### src/rtl/pool2x2_stream_if.sv
// Pixel stream bundle for pool2x2_stream: input pixel side and pooled output side.
// POOL_SOF_SYNC_EN adds the sof input and the sync_err output.
interface pool2x2_stream_if #(
  parameter int DATA_W = 8
);
  logic              din_valid;
  logic [DATA_W-1:0] din;
  logic              dout_valid;
  logic [DATA_W-1:0] dout;
  logic              dout_last;
`ifdef POOL_SOF_SYNC_EN
  logic              sof;
  logic              sync_err;

  modport master (
    output din_valid, din, sof,
    input  dout_valid, dout, dout_last, sync_err
  );
  modport slave (
    input  din_valid, din, sof,
    output dout_valid, dout, dout_last, sync_err
  );
`else
  modport master (
    output din_valid, din,
    input  dout_valid, dout, dout_last
  );
  modport slave (
    input  din_valid, din,
    output dout_valid, dout, dout_last
  );
`endif
endinterface

### src/rtl/pool2x2_stream.sv
// 2x2 stride-2 max/average pooling over a raster-order pixel stream.
// POOL_SOF_SYNC_EN enables sof-based frame resynchronisation with a sync_err pulse.
module pool2x2_stream #(
  parameter int DATA_W = 8,
  parameter int IMG_W  = 32,
  parameter int IMG_H  = 32,
  parameter int MODE   = 0
) (
  input logic             clk,
  input logic             rst_n,
  pool2x2_stream_if.slave st
);

  localparam int HW = (MODE == 1) ? DATA_W + 1 : DATA_W;
  localparam int CW = (IMG_W > 2) ? $clog2(IMG_W) : 1;
  localparam int RW = (IMG_H > 2) ? $clog2(IMG_H) : 1;
  localparam int LW = IMG_W / 2;
  localparam int AW = (LW > 1) ? $clog2(LW) : 1;

  localparam logic [CW-1:0] COL_LAST = CW'(IMG_W - 1);
  localparam logic [RW-1:0] ROW_LAST = RW'(IMG_H - 1);

  if ((IMG_W % 2) != 0 || IMG_W < 2) begin : g_bad_img_w
    $error("pool2x2_stream: IMG_W must be even and >= 2");
  end
  if ((IMG_H % 2) != 0 || IMG_H < 2) begin : g_bad_img_h
    $error("pool2x2_stream: IMG_H must be even and >= 2");
  end
  if (MODE != 0 && MODE != 1) begin : g_bad_mode
    $error("pool2x2_stream: MODE must be 0 (max) or 1 (average)");
  end

  logic [CW-1:0] col;
  logic [RW-1:0] row;
  logic [CW-1:0] acc_col;
  logic [RW-1:0] acc_row;
  logic [AW-1:0] acc_idx;

  // Effective position of the pixel on din; a sof pixel is forced to (0,0).
  always_comb begin
    acc_col = col;
    acc_row = row;
`ifdef POOL_SOF_SYNC_EN
    if (st.sof) begin
      acc_col = '0;
      acc_row = '0;
    end
`endif
  end

  if (IMG_W == 2) begin : g_idx_single
    assign acc_idx = '0;
  end else begin : g_idx_multi
    assign acc_idx = acc_col[CW-1:1];
  end

  always_ff @(posedge clk) begin
    if (!rst_n) begin
      col <= '0;
      row <= '0;
    end else if (st.din_valid) begin
      if (acc_col == COL_LAST) begin
        col <= '0;
        row <= (acc_row == ROW_LAST) ? '0 : acc_row + 1'b1;
      end else begin
        col <= acc_col + 1'b1;
        row <= acc_row;
      end
    end
  end

`ifdef POOL_SOF_SYNC_EN
  always_ff @(posedge clk) begin
    if (!rst_n) begin
      st.sync_err <= 1'b0;
    end else begin
      st.sync_err <= st.din_valid && st.sof && ((col != '0) || (row != '0));
    end
  end
`endif

  // Input capture: the accepting edge registers pixel and position together.
  logic              in_valid;
  logic [DATA_W-1:0] in_pix;
  logic              in_col_odd;
  logic              in_row_odd;
  logic              in_last;
  logic [AW-1:0]     in_idx;

  always_ff @(posedge clk) begin
    if (!rst_n) begin
      in_valid <= 1'b0;
    end else begin
      in_valid <= st.din_valid;
    end
  end

  always_ff @(posedge clk) begin
    if (st.din_valid) begin
      in_pix     <= st.din;
      in_col_odd <= acc_col[0];
      in_row_odd <= acc_row[0];
      in_last    <= (acc_col == COL_LAST) && (acc_row == ROW_LAST);
      in_idx     <= acc_idx;
    end
  end

  logic [DATA_W-1:0] h0;
  logic [HW-1:0]     h_cur;
  logic [HW-1:0]     lbuf [LW];

  always_ff @(posedge clk) begin
    if (in_valid && !in_col_odd) begin
      h0 <= in_pix;
    end
  end

  if (MODE == 1) begin : g_h_avg
    assign h_cur = {1'b0, h0} + {1'b0, in_pix};
  end else begin : g_h_max
    assign h_cur = (in_pix > h0) ? in_pix : h0;
  end

  always_ff @(posedge clk) begin
    if (in_valid && in_col_odd && !in_row_odd) begin
      lbuf[in_idx] <= h_cur;
    end
  end

  logic          s1_valid;
  logic          s1_last;
  logic [HW-1:0] s1_hc;
  logic [HW-1:0] s1_hb;

  always_ff @(posedge clk) begin
    if (!rst_n) begin
      s1_valid <= 1'b0;
    end else begin
      s1_valid <= in_valid && in_col_odd && in_row_odd;
    end
  end

  always_ff @(posedge clk) begin
    if (in_valid && in_col_odd && in_row_odd) begin
      s1_hc   <= h_cur;
      s1_hb   <= lbuf[in_idx];
      s1_last <= in_last;
    end
  end

  logic [DATA_W-1:0] v_res;

  if (MODE == 1) begin : g_v_avg
    logic [DATA_W+1:0] v_sum;
    // Four DATA_W values plus the rounding constant fit exactly in DATA_W+2 bits.
    assign v_sum = {1'b0, s1_hb} + {1'b0, s1_hc} + (DATA_W+2)'(2);
    assign v_res = DATA_W'(v_sum >> 2);
  end else begin : g_v_max
    assign v_res = (s1_hc > s1_hb) ? s1_hc : s1_hb;
  end

  always_ff @(posedge clk) begin
    if (!rst_n) begin
      st.dout_valid <= 1'b0;
      st.dout_last  <= 1'b0;
      st.dout       <= '0;
    end else begin
      st.dout_valid <= s1_valid;
      st.dout_last  <= s1_valid && s1_last;
      if (s1_valid) begin
        st.dout <= v_res;
      end
    end
  end

endmodule

### src/flat_wrapper.sv
// flat-port wrapper written by rule: the top's interface ports become plain ports
module pool2x2_stream_flat 
#(
  parameter int DATA_W = 8,
  parameter int IMG_W  = 32,
  parameter int IMG_H  = 32,
  parameter int MODE   = 0
)
  (clk, rst_n, st_din_valid, st_din, st_dout_valid, st_dout, st_dout_last);
  pool2x2_stream_if #(.DATA_W(DATA_W)) st_i ();
  input logic clk;
  input logic rst_n;
  input wire logic [$bits(st_i.din_valid)-1:0] st_din_valid;
  input wire logic [$bits(st_i.din)-1:0] st_din;
  output wire logic [$bits(st_i.dout_valid)-1:0] st_dout_valid;
  output wire logic [$bits(st_i.dout)-1:0] st_dout;
  output wire logic [$bits(st_i.dout_last)-1:0] st_dout_last;
  assign st_i.din_valid = st_din_valid;
  assign st_i.din = st_din;
  assign st_dout_valid = st_i.dout_valid;
  assign st_dout = st_i.dout;
  assign st_dout_last = st_i.dout_last;
  pool2x2_stream #(.DATA_W(DATA_W), .IMG_W(IMG_W), .IMG_H(IMG_H), .MODE(MODE)) u_core (.clk(clk), .rst_n(rst_n), .st(st_i));
endmodule
### config.mk
export PLATFORM = sky130hd
export DESIGN_NAME = pool2x2_stream_flat
export DESIGN_NICKNAME = d
export VERILOG_FILES = /design/src/rtl/pool2x2_stream_if.sv /design/src/rtl/pool2x2_stream.sv /design/src/flat_wrapper.sv
export SDC_FILE = /design/constraint.sdc
export NUM_CORES = 1
export LEC_CHECK = 0
export ABC_AREA = 1
export BUFFER_PORTS_ARGS = -buffer_cell sky130_fd_sc_hd__buf_2
export CAP_MARGIN = 15
export CELL_PAD_IN_SITES_DETAIL_PLACEMENT = 0
export CELL_PAD_IN_SITES_GLOBAL_PLACEMENT = 1
export CORE_UTILIZATION = 43
export CTS_CLUSTER_SIZE = 8
export DETAILED_ROUTE_END_ITERATION = 6
export GPL_ROUTABILITY_DRIVEN = 1
export PLACE_DENSITY = 0.76
export SYNTH_ARGS = -nofsm -noshare
export SYNTH_HDL_FRONTEND = slang
export SYNTH_SLANG_ARGS = --single-unit
### constraint.sdc
create_clock -name clk -period 6.1 [get_ports clk]
set_input_delay 0 -clock clk [delete_from_list [all_inputs] [get_ports clk]]
set_output_delay 0 -clock clk [all_outputs]
set_load 0.03 [all_outputs]
==> results.py, run 1 <==
metrics = {
    "run_status": {
        "outcome": "complete, no violations",
    },
    "timing": {
        "totalNegativeSetupSlack_ns": 0,
        "min_period_ns": 2.453,
        "timing_hold_violations_final": 0,
        "worstMarginPinSlew_ns": 0.8829,
        "grt_setup_unrepaired": "false",
        "final_worst_clock_skew_ns": 0.008010,
        "setup_viol_count_final": 0,
        "final.hold.worst_slack_ns": 0.009659,
        "worst_slew_margin_rel": 0.4100,
        "final_max_slew_violation_count": 0,
        "post-route-period-util": 0.4022,
        "highest_achievable_clock_rate_ghz": 0.4076,
    },
    "routing": {
        "drt-pass1-iter-count": 5,
        "routed_via_density": 5.269,
        "route.detailed.wl_per_inst_um": 17.72,
        "ant_nets": 0,
        "drt-initial-drc-count": 342,
        "vias": 4526,
        "detail_route.drc_violations": 0,
        "drt-total-wl_mm": 15.22,
    },
    "logic_synthesis": {
        "synth_sequential_area_ratio": 0.7192,
        "synth_enable_flop_cells": 168,
        "syn-num-nets": 615,
        "post-synth-top-count-cell": "sky130_fd_sc_hd__edfxtp_1",
        "post-synth-top-area-cell": "sky130_fd_sc_hd__edfxtp_1",
        "proportion_of_register_bits_with_asynchronous_set_or_reset_after_synthesis": 0,
        "leading_cell_types_by_total_area_after_synthesis": "sky130_fd_sc_hd__edfxtp_1, sky130_fd_sc_hd__nand2_1, sky130_fd_sc_hd__a22oi_1, sky130_fd_sc_hd__dfxtp_1, sky130_fd_sc_hd__ha_1",
        "most_frequent_cells_after_synthesis": "sky130_fd_sc_hd__edfxtp_1, sky130_fd_sc_hd__nand2_1, sky130_fd_sc_hd__a22oi_1",
        "number_of_instances_in_the_synthesized_netlist": 584,
        "post_synth_instance_area_um2": 7627,
        "ys_types": 31,
        "synthesis_warnings": 0,
        "synth_seq_cells": 190,
        "synthDominantCellAreaShare": 0.6614,
        "syn_avg_cell_area_um2": 13.06,
        "most_used_flip_flop_cell_after_synthesis": "sky130_fd_sc_hd__edfxtp_1",
    },
    "grt": {
        "grtUsageTotal": 0.1794,
        "global_route_wire_length_before_repair_mm": 24.08,
        "grt_start_max_net_pins": 34,
        "grt_remaining_overflow": 0,
        "grt_pass1_vias": 4570,
        "antenna_found_initial": 0,
    },
    "clock_network": {
        "cts_htree_levels": 4,
        "cts_max_path_buffers": 2,
        "worst_setup_hold_path_clk_slew_ns": 0.07,
        "cts_root_buf": "sky130_fd_sc_hd__clkbuf_16",
        "cts_tree": "built",
        "number_of_buffers_created_by_cts": 17,
        "insertion_delay_ns": 0.43,
        "clock_sinks": 190,
    },
    "setup_path": {
        "worstReg2RegStart": "u_core.in_idx[1]",
        "path_class": "register to register",
        "cp.buffers_inverters": 0,
        "critPathArrivalTime_ns": 2.52,
        "critPathCaptureType": "register",
        "cpMaxStageDelayCell": "sky130_fd_sc_hd__nor2_4",
        "crit_fanout": 33,
        "crit_path_start": "u_core.in_idx[1]",
        "ff2ff_setup_slack_ns": 3.65,
        "worst_ep_required_time_ns": 6.16,
        "cp-start-kind": "register",
        "worst_path_largest_cell_delay_ns": 0.73,
        "critical_path.cell_chain": "nor2_4, nand2_1, nor2_1",
        "critical-path-top-delay-family": "simple AND/OR/NAND/NOR gates",
    },
    "final_layout": {
        "final_layout_size_suffix_gt1_frac": 0.1088,
        "nFillCells": 1491,
        "num-nets-final": 652,
        "area_growth_syn_to_layout_pct": 12.37,
        "finish.instance_area_um2": 8571,
        "insertedDiodeCount": 0,
    },
    "power_and_ir_drop": {
        "static-leakage-power_nw": 3.164,
        "power_density_nw_per_um2": 312.5,
        "vdd.ir_drop.worst_mv": 0.2055,
    },
    "placement": {
        "gpl.final_weighted_congestion": 0.8186,
        "place_hpwl_mm": 9.652,
        "portBuffers": 20,
        "postPlaceCellArea_um2": 7926,
    },
    "floorplanning": {
        "die_w_um": 135.2,
        "top_level_ports": 21,
        "fp.coreArea_um2": 17300,
        "initial_cell_density_of_the_core": 0.4410,
        "fp-row-count": 48,
        "design.die.area_um2": 18280,
        "die_height_um": 135.2,
    },
    "hold_path": {
        "worst_hold_startpoint": "st_din_valid",
        "holdCritPathClass": "primary input to register",
    },
    "flow_run": {
        "number_of_maximum_capacitance_constraint_violations": 0,
    },
}
-- cells by family (layout without fill, tap and decap cells) --
family / count (synthesis) / in the layout / synth area share
buf+inv: 71 / 121 / 0.04150
simple gates: 213 / 213 / 0.1225
fa+ha+maj: 20 / 20 / 0.03281
xor+xnor: 1 / 1 / 0.001149
flops: 190 / 190 / 0.7192
compound gates: 89 / 89 / 0.08284
-- area by class of cell --
cell class                 instances  area, um^2  area share
clock buffer                      18       429.2     0.05007
clock inverter                    14       117.6     0.01372
inverter                          57       214.0     0.02496
multi-input combinational        323        1831      0.2136
sequential                       190        5485      0.6400
tap                              225       281.5     0.03285
timing repair buffer              32       212.7     0.02482
-- worst register-to-register path: cells and delay by family (launching register included) --
family / cells / cell delay [ns]
DFF: 1 / 0.48
and+or+nand+nor: 3 / 1.61
-- path summary, 6_finish.rpt --
path	to	cells past startpoint
setup reg to reg	u_core.lbuf[13][6]	3
hold / removal	u_core.in_valid	3
setup / recovery	u_core.lbuf[13][6]	3
hold reg to reg	u_core.s1_last	0
-- timing repair --
action	CTS	global route
setup buffers	0	0
gates resized for setup	0	0
hold buffers	9	0
hold endpoints to repair	27	0
-- cell usage in the layout, fill, tap and decap left out, types with 6 or more instances in the layout --
cell type and count:
sky130_fd_sc_hd__o21ai_0 6, sky130_fd_sc_hd__a21oi_1 15, sky130_fd_sc_hd__dlygate4sd3_1 9, sky130_fd_sc_hd__nand2_1 125
sky130_fd_sc_hd__inv_1 53, sky130_fd_sc_hd__nand3_1 25, sky130_fd_sc_hd__a22oi_1 61, sky130_fd_sc_hd__buf_2 20
sky130_fd_sc_hd__nor3_1 9, sky130_fd_sc_hd__edfxtp_1 168, sky130_fd_sc_hd__ha_1 20, sky130_fd_sc_hd__nor2_1 35
sky130_fd_sc_hd__nand4_1 8, sky130_fd_sc_hd__clkbuf_16 17, sky130_fd_sc_hd__dfxtp_1 22
-- routing by layer --
layer | part of all wire | GRT usage | vias up
met1 | 0.45 | 0.2377 | 2210
met4 | 0.018 | 0.06679 | 0
met2 | 0.49 | 0.2920 | 116
met5 | 0 | 0 | -
met3 | 0.044 | 0.03666 | 22
li1 | - | - | 2178
-- state kept, by name, indices dropped and copies added, names as in the netlist, 4 cells and up --
register	cells
u_core.lbuf	128
u_core.h0	8
u_core.in_pix	8
u_core.s1_hb	8
u_core.s1_hc	8
u_core.st.dout	8
u_core.acc_col	5
u_core.acc_row	5
u_core.in_idx	4
-- where the power goes --
group          internal, mW  switching, mW
Clock                 0.562          0.475
Sequential             1.46         0.0102
Combinational        0.0423          0.127
Total                  2.07          0.613
-- through the flow --
step           total power, mW  std cells    util  worst slack, ns
5_1_grt                  2.761        859  0.4955            3.378
3_3_place_gp             1.658        817  0.4583            3.661
4_1_cts                  2.690        858  0.4951            3.398
2_1_floorplan            1.602        584       -            4.068
6_report                 2.678        859  0.4955            3.647
3_5_place_dp             1.666        817  0.4583            3.424
(Power assumes the default switching activity.)
==> run 2: changes to the inputs <==
- ABC_AREA: 1 -> 0
- clock period: 6.1 -> 2 ns (I/O delays scaled with it)
==> results.py, run 2 <==
metrics = {
    "run_status": {
        "outcome": "complete, but fails checks",
        "violations": "negative setup slack",
    },
    "timing": {
        "worstMarginPinSlew_ns": 0.4696,
        "final_max_slew_violation_count": 0,
        "grt_setup_unrepaired": "true",
        "highest_achievable_clock_rate_ghz": 0.4449,
        "totalNegativeSetupSlack_ns": -30.43,
        "final.hold.worst_slack_ns": 0.01629,
        "setup_viol_count_final": 140,
        "final_worst_clock_skew_ns": 0.007478,
        "timing_hold_violations_final": 0,
        "post-route-period-util": 1.124,
        "setup_ws_ns": -0.2477,
        "min_period_ns": 2.248,
        "worst_slew_margin_rel": 0.6865,
    },
    "clock_network": {
        "cts_root_buf": "sky130_fd_sc_hd__clkbuf_16",
        "insertion_delay_ns": 0.43,
        "clock_sinks": 190,
        "cts_tree": "built",
        "number_of_buffers_created_by_cts": 17,
        "cts_htree_levels": 4,
        "cts_max_path_buffers": 2,
        "worst_setup_hold_path_clk_slew_ns": 0.07,
    },
    "final_layout": {
        "layout_commonest_cell": "sky130_fd_sc_hd__edfxtp_1",
        "largest_register_ff_count": 128,
        "num-nets-final": 540,
        "finish.instance_area_um2": 9304,
        "area_growth_syn_to_layout_pct": 20.68,
        "number_of_cells_in_the_finished_layout_apart_from_fillers": 747,
        "final_layout_size_suffix_gt1_frac": 0.3103,
        "insertedDiodeCount": 0,
        "register_with_the_highest_flop_count": "u_core.lbuf",
        "fin_util": 0.5342,
        "final_cell_mix": "sky130_fd_sc_hd__edfxtp_1, sky130_fd_sc_hd__buf_4, sky130_fd_sc_hd__mux4_2",
    },
    "power_and_ir_drop": {
        "power_frac_clock": 0.383,
        "design_power_total_mw": 8.188,
        "p_int_mw": 6.446,
        "logic_gate_share_of_total_power": 0.072,
        "switching_power_mw": 1.741,
        "power_density_nw_per_um2": 880.0,
        "vdd.ir_drop.worst_mv": 0.5235,
        "sw_frac": 0.2127,
        "seq_power_share": 0.544,
        "static-leakage-power_nw": 3.254,
    },
    "routing": {
        "route.detailed.wl_per_inst_um": 21.87,
        "drt-pass1-iter-count": 5,
        "vias": 4154,
        "routed_via_density": 5.561,
        "drt-initial-drc-count": 438,
        "ant_nets": 0,
        "drt-total-wl_mm": 16.33,
        "detail_route.drc_violations": 0,
    },
    "floorplanning": {
        "fp.coreArea_um2": 17420,
        "die_height_um": 135.9,
        "fp-row-count": 48,
        "die_w_um": 135.9,
        "design.die.area_um2": 18470,
        "initial_cell_density_of_the_core": 0.4427,
        "top_level_ports": 21,
    },
    "hold_path": {
        "hold-path-cell-count": 3,
        "worst_hold_startpoint": "rst_n",
        "timing.hold.worst_endpoint": "u_core.st.dout[6]",
        "holdCritPathClass": "primary input to register",
    },
    "logic_synthesis": {
        "synth_enable_flop_cells": 168,
        "most_frequent_cells_after_synthesis": "sky130_fd_sc_hd__edfxtp_1, sky130_fd_sc_hd__mux4_1, sky130_fd_sc_hd__dfxtp_1",
        "most_used_flip_flop_cell_after_synthesis": "sky130_fd_sc_hd__edfxtp_1",
        "post-synth-top-area-cell": "sky130_fd_sc_hd__edfxtp_1",
        "post-synth-top-count-cell": "sky130_fd_sc_hd__edfxtp_1",
        "ys_types": 39,
        "proportion_of_register_bits_with_asynchronous_set_or_reset_after_synthesis": 0,
        "synth_seq_cells": 190,
        "synthDominantCellAreaShare": 0.6543,
        "number_of_instances_in_the_synthesized_netlist": 418,
        "post_synth_instance_area_um2": 7710,
        "synthesis_warnings": 0,
        "synth_sequential_area_ratio": 0.7115,
        "syn_avg_cell_area_um2": 18.44,
        "leading_cell_types_by_total_area_after_synthesis": "sky130_fd_sc_hd__edfxtp_1, sky130_fd_sc_hd__mux4_1, sky130_fd_sc_hd__dfxtp_1, sky130_fd_sc_hd__mux4_2, sky130_fd_sc_hd__ha_1",
        "syn-num-nets": 449,
    },
    "grt": {
        "grt_pass1_vias": 4149,
        "global_route_wire_length_before_repair_mm": 23.87,
        "antenna_found_initial": 0,
        "grtUsageTotal": 0.1851,
        "grt_start_max_net_pins": 36,
        "grt_remaining_overflow": 0,
    },
    "setup_path": {
        "ff2ff_setup_slack_ns": -0.25,
        "critPathCaptureType": "register",
        "r2r-end": "u_core.s1_hc[3]",
        "worstReg2RegStart": "u_core.in_pix[1]",
        "reg2regPathDepth": 7,
        "worst_ep_required_time_ns": 2.15,
        "critPathArrivalTime_ns": 2.40,
        "crit_fanout": 17,
        "cp-start-kind": "register",
        "path_class": "register to register",
    },
    "placement": {
        "place_hpwl_mm": 9.731,
        "detailedPlace.worstSlack_ns": -0.2259,
        "postPlaceCellArea_um2": 8492,
        "portBuffers": 20,
        "gpl.final_weighted_congestion": 0.7778,
        "total_placed_cells_including_tap_cells": 694,
    },
    "flow_run": {
        "number_of_maximum_capacitance_constraint_violations": 0,
    },
}
## run 2: cell types whose count changed in the layout (fill, tap and decap cells not counted), moves of 22 or more
cell                      delta
sky130_fd_sc_hd__buf_4      +38
sky130_fd_sc_hd__nand2_1   -118
sky130_fd_sc_hd__mux4_2     +35
sky130_fd_sc_hd__a22oi_1    -60
sky130_fd_sc_hd__inv_1      -37
sky130_fd_sc_hd__nor2_1     -22
## run 2: area by class of cell
type	instances	area [um^2]
sequential	190	5485
tap	225	281.5
clock inverter	13	115.1
clock buffer	19	432.9
fill	1355	8113
inverter	16	60.06
multi-input combinational	197	2106
timing repair buffer	87	823.3
## run 2: how the worst max path moves through the flow
stage	from	slack (ns)	cells past startpoint	end
floorplan	u_core.in_pix[1]	-0.08	6	u_core.lbuf[0][1]
global placement	u_core.in_pix[1]	-0.19	7	u_core.lbuf[2][2]
detailed placement	u_core.in_pix[1]	-0.23	7	u_core.lbuf[0][2]
CTS	u_core.in_pix[1]	-0.17	7	u_core.lbuf[15][2]
global route	u_core.in_pix[1]	-0.30	7	u_core.lbuf[3][3]
finish	u_core.in_pix[1]	-0.25	7	u_core.s1_hc[3]
## run 2: repair_timing
| item | 4_1_cts | 5_1_grt |
|---|---|---|
| endpoints found under the setup margin | 149 | 152 |
| hold buffers | 9 | 0 |
| endpoints found under the hold margin | 9 | 0 |
| gates resized for setup | 15 | 30 |
| setup buffers | 3 | 4 |
| pin swaps | 1 | 1 |
| cloned | 2 | 3 |
## run 2: cell families after synthesis
kind of cell    after synthesis  synth area share
fa+ha+maj                    20           0.03246
flops                       190            0.7115
simple gates                 73           0.05047
buf+inv                      33           0.02093
compound gates               51           0.03960
mux                          51            0.1451
## run 2: power by group through the flow
| stage | Sequential, mW | Clock, mW | Combinational [mW] |
|---|---|---|---|
| finish | 4.46 | 3.14 | 0.593 |
| global route | 4.46 | 3.33 | 0.638 |
| CTS | 4.45 | 3.19 | 0.538 |
| detailed placement | 4.54 | 0 | 0.470 |
| global placement | 4.54 | 0 | 0.454 |
| floorplan | 4.53 | 0 | 0.296 |
## run 2: critical path, stage by stage, from the launching register on
cell	delay, ns
sky130_fd_sc_hd__edfxtp_1	0.41
sky130_fd_sc_hd__ha_1	0.32
sky130_fd_sc_hd__nor2b_1	0.14
sky130_fd_sc_hd__o211ai_1	0.10
sky130_fd_sc_hd__a31o_2	0.28
sky130_fd_sc_hd__a21oi_4	0.16
sky130_fd_sc_hd__buf_6	0.17
sky130_fd_sc_hd__mux2_4	0.39
## run 2: layer usage
metal  vias to the layer above  global-route usage  wire length (um)
li1                       1878                   -                 -
met5                         -                   0                 0
met1                      2076              0.2335              6581
met2                       170              0.3030              8147
met4                         0             0.08272               432
met3                        30             0.04549              1172
==> run 3: changes to the inputs <==
- PLACE_DENSITY: 0.76 -> 0.73
- clock period: 2 -> 2.9 ns (I/O delays scaled with it)
==> results.py, run 3 (synthesis gave the netlist of run 2 again) <==
metrics = {
    "run_status": {
        "outcome": "complete, no violations",
    },
    "clock_network": {
        "postCtsSetupBuffers": 0,
        "cts_tree": "built",
        "cts_hold_repair.buffers": 9,
        "number_of_buffers_created_by_cts": 17,
        "cts_root_buf": "sky130_fd_sc_hd__clkbuf_16",
        "cts_htree_levels": 4,
        "worst_setup_hold_path_clk_slew_ns": 0.07,
        "cts_max_path_buffers": 2,
        "insertion_delay_ns": 0.43,
        "postCtsResizedCells": 0,
        "clock_sinks": 190,
    },
    "final_layout": {
        "finish.instance_area_um2": 8937,
        "register_with_the_highest_flop_count": "u_core.lbuf",
        "final_layout_size_suffix_gt1_frac": 0.2198,
        "largest_register_ff_count": 128,
        "num-nets-final": 514,
        "area_growth_syn_to_layout_pct": 15.92,
        "layout_commonest_cell": "sky130_fd_sc_hd__edfxtp_1",
        "insertedDiodeCount": 0,
        "final_cell_mix": "sky130_fd_sc_hd__edfxtp_1, sky130_fd_sc_hd__buf_4, sky130_fd_sc_hd__mux4_1",
    },
    "routing": {
        "route.detailed.wl_per_inst_um": 21.44,
        "routed_via_density": 5.505,
        "vias": 3969,
        "drt-pass1-iter-count": 5,
        "drt-initial-drc-count": 346,
        "ant_nets": 0,
        "detail_route.drc_violations": 0,
        "drt-total-wl_mm": 15.46,
    },
    "setup_path": {
        "path_class": "register to register",
        "cp.buffers_inverters": 1,
        "cp-start-kind": "register",
        "crit_fanout": 17,
        "cpMaxStageDelayCell": "sky130_fd_sc_hd__mux2_2",
        "worst_ep_required_time_ns": 3.03,
        "critPathCaptureType": "register",
        "reg2regPathDepth": 7,
        "critical_path.cell_chain": "ha_1, nor2b_1, o211ai_1, a31o_2, a21oi_2, buf_4, mux2_2",
        "ff2ff_setup_slack_ns": 0.46,
        "worstSetupPathDepth": 7,
        "critPathArrivalTime_ns": 2.57,
        "worst_path_largest_cell_delay_ns": 0.47,
        "critical-path-top-delay-family": "compound AO/OA/AOI/OAI gates",
    },
    "timing": {
        "worst_slew_margin_rel": 0.3054,
        "min_period_ns": 2.442,
        "post-route-period-util": 0.8421,
        "grt_setup_unrepaired": "false",
        "worstMarginPinSlew_ns": 1.040,
        "setup_viol_count_final": 0,
        "totalNegativeSetupSlack_ns": 0,
        "highest_achievable_clock_rate_ghz": 0.4095,
        "final_max_slew_violation_count": 0,
        "timing_hold_violations_final": 0,
        "final.hold.worst_slack_ns": 0.1053,
        "final_worst_clock_skew_ns": 0.01122,
    },
    "floorplanning": {
        "initial_cell_density_of_the_core": 0.4427,
        "die_height_um": 135.9,
        "design.die.area_um2": 18470,
        "die_w_um": 135.9,
        "top_level_ports": 21,
        "fp-row-count": 48,
        "fp.coreArea_um2": 17420,
    },
    "hold_path": {
        "holdCritPathClass": "primary input to register",
        "hold-path-cell-count": 4,
    },
    "grt": {
        "global_route_wire_length_before_repair_mm": 23.45,
        "grtUsageTotal": 0.1821,
        "antenna_found_initial": 0,
        "grt_remaining_overflow": 0,
        "grt_start_max_net_pins": 37,
        "grt_pass1_vias": 3924,
    },
    "flow_run": {
        "number_of_maximum_capacitance_constraint_violations": 0,
    },
    "placement": {
        "place_hpwl_mm": 10.19,
        "gpl.final_weighted_congestion": 0.8293,
        "portBuffers": 20,
        "postPlaceCellArea_um2": 8258,
    },
    "power_and_ir_drop": {
        "static-leakage-power_nw": 3.137,
        "design_power_total_mw": 5.697,
        "power_density_nw_per_um2": 637.5,
        "vdd.ir_drop.worst_mv": 0.5608,
    },
}
-- run 3: worst paths after layout --
path | endpoint | from
worst max register to register | u_core.lbuf[0][6] | u_core.in_pix[1]
worst min-delay path | u_core.acc_row[4] | st_din_valid
worst min register to register | u_core.s1_last | u_core.in_last
worst max-delay path | u_core.lbuf[0][6] | u_core.in_pix[1]
-- run 3: area by class of cell --
type                    instances  area [um^2]
clock buffers                  19        432.9
clock inverters                13        156.4
fillers                      1403         8479
inverters                      16        60.06
multi-input cells             195         2063
flip-flops and latches        190         5485
well taps                     225        281.5
repair buffers                 63        457.9
-- run 3: power breakdown --
part / switching (mW) / leakage, nW / internal (mW)
Combinational: 0.163 / 1.15 / 0.126
Sequential: 0.0270 / 1.71 / 3.05
Clock: 1.04 / 0.283 / 1.29
Total: 1.23 / 3.14 / 4.47
-- run 3: tightest hold or removal path: stages --
cell	delay, ns
sky130_fd_sc_hd__buf_2	0.14
sky130_fd_sc_hd__nand2_1	0.17
sky130_fd_sc_hd__nand2_1	0.11
sky130_fd_sc_hd__a21boi_0	0.06
-- run 3: per-stage QoR --
step | utilization | instances | setup slack (ns)
6_report | 0.5131 | 721 | 0.4578
5_1_grt | 0.5131 | 721 | 0.3616
4_1_cts | 0.5131 | 721 | 0.4551
3_5_place_dp | 0.4741 | 680 | 0.5089
3_3_place_gp | 0.4741 | 680 | 0.5407
2_1_floorplan | - | 418 | 0.5412
-- run 3: routing by layer --
| layer | up-vias | GRT usage | part of all wire |
|---|---|---|---|
| li1 | 1837 | - | - |
| met1 | 2002 | 0.2465 | 0.45 |
| met2 | 110 | 0.2917 | 0.49 |
| met3 | 20 | 0.04176 | 0.047 |
| met4 | 0 | 0.05926 | 0.013 |
| met5 | - | 0 | 0 |
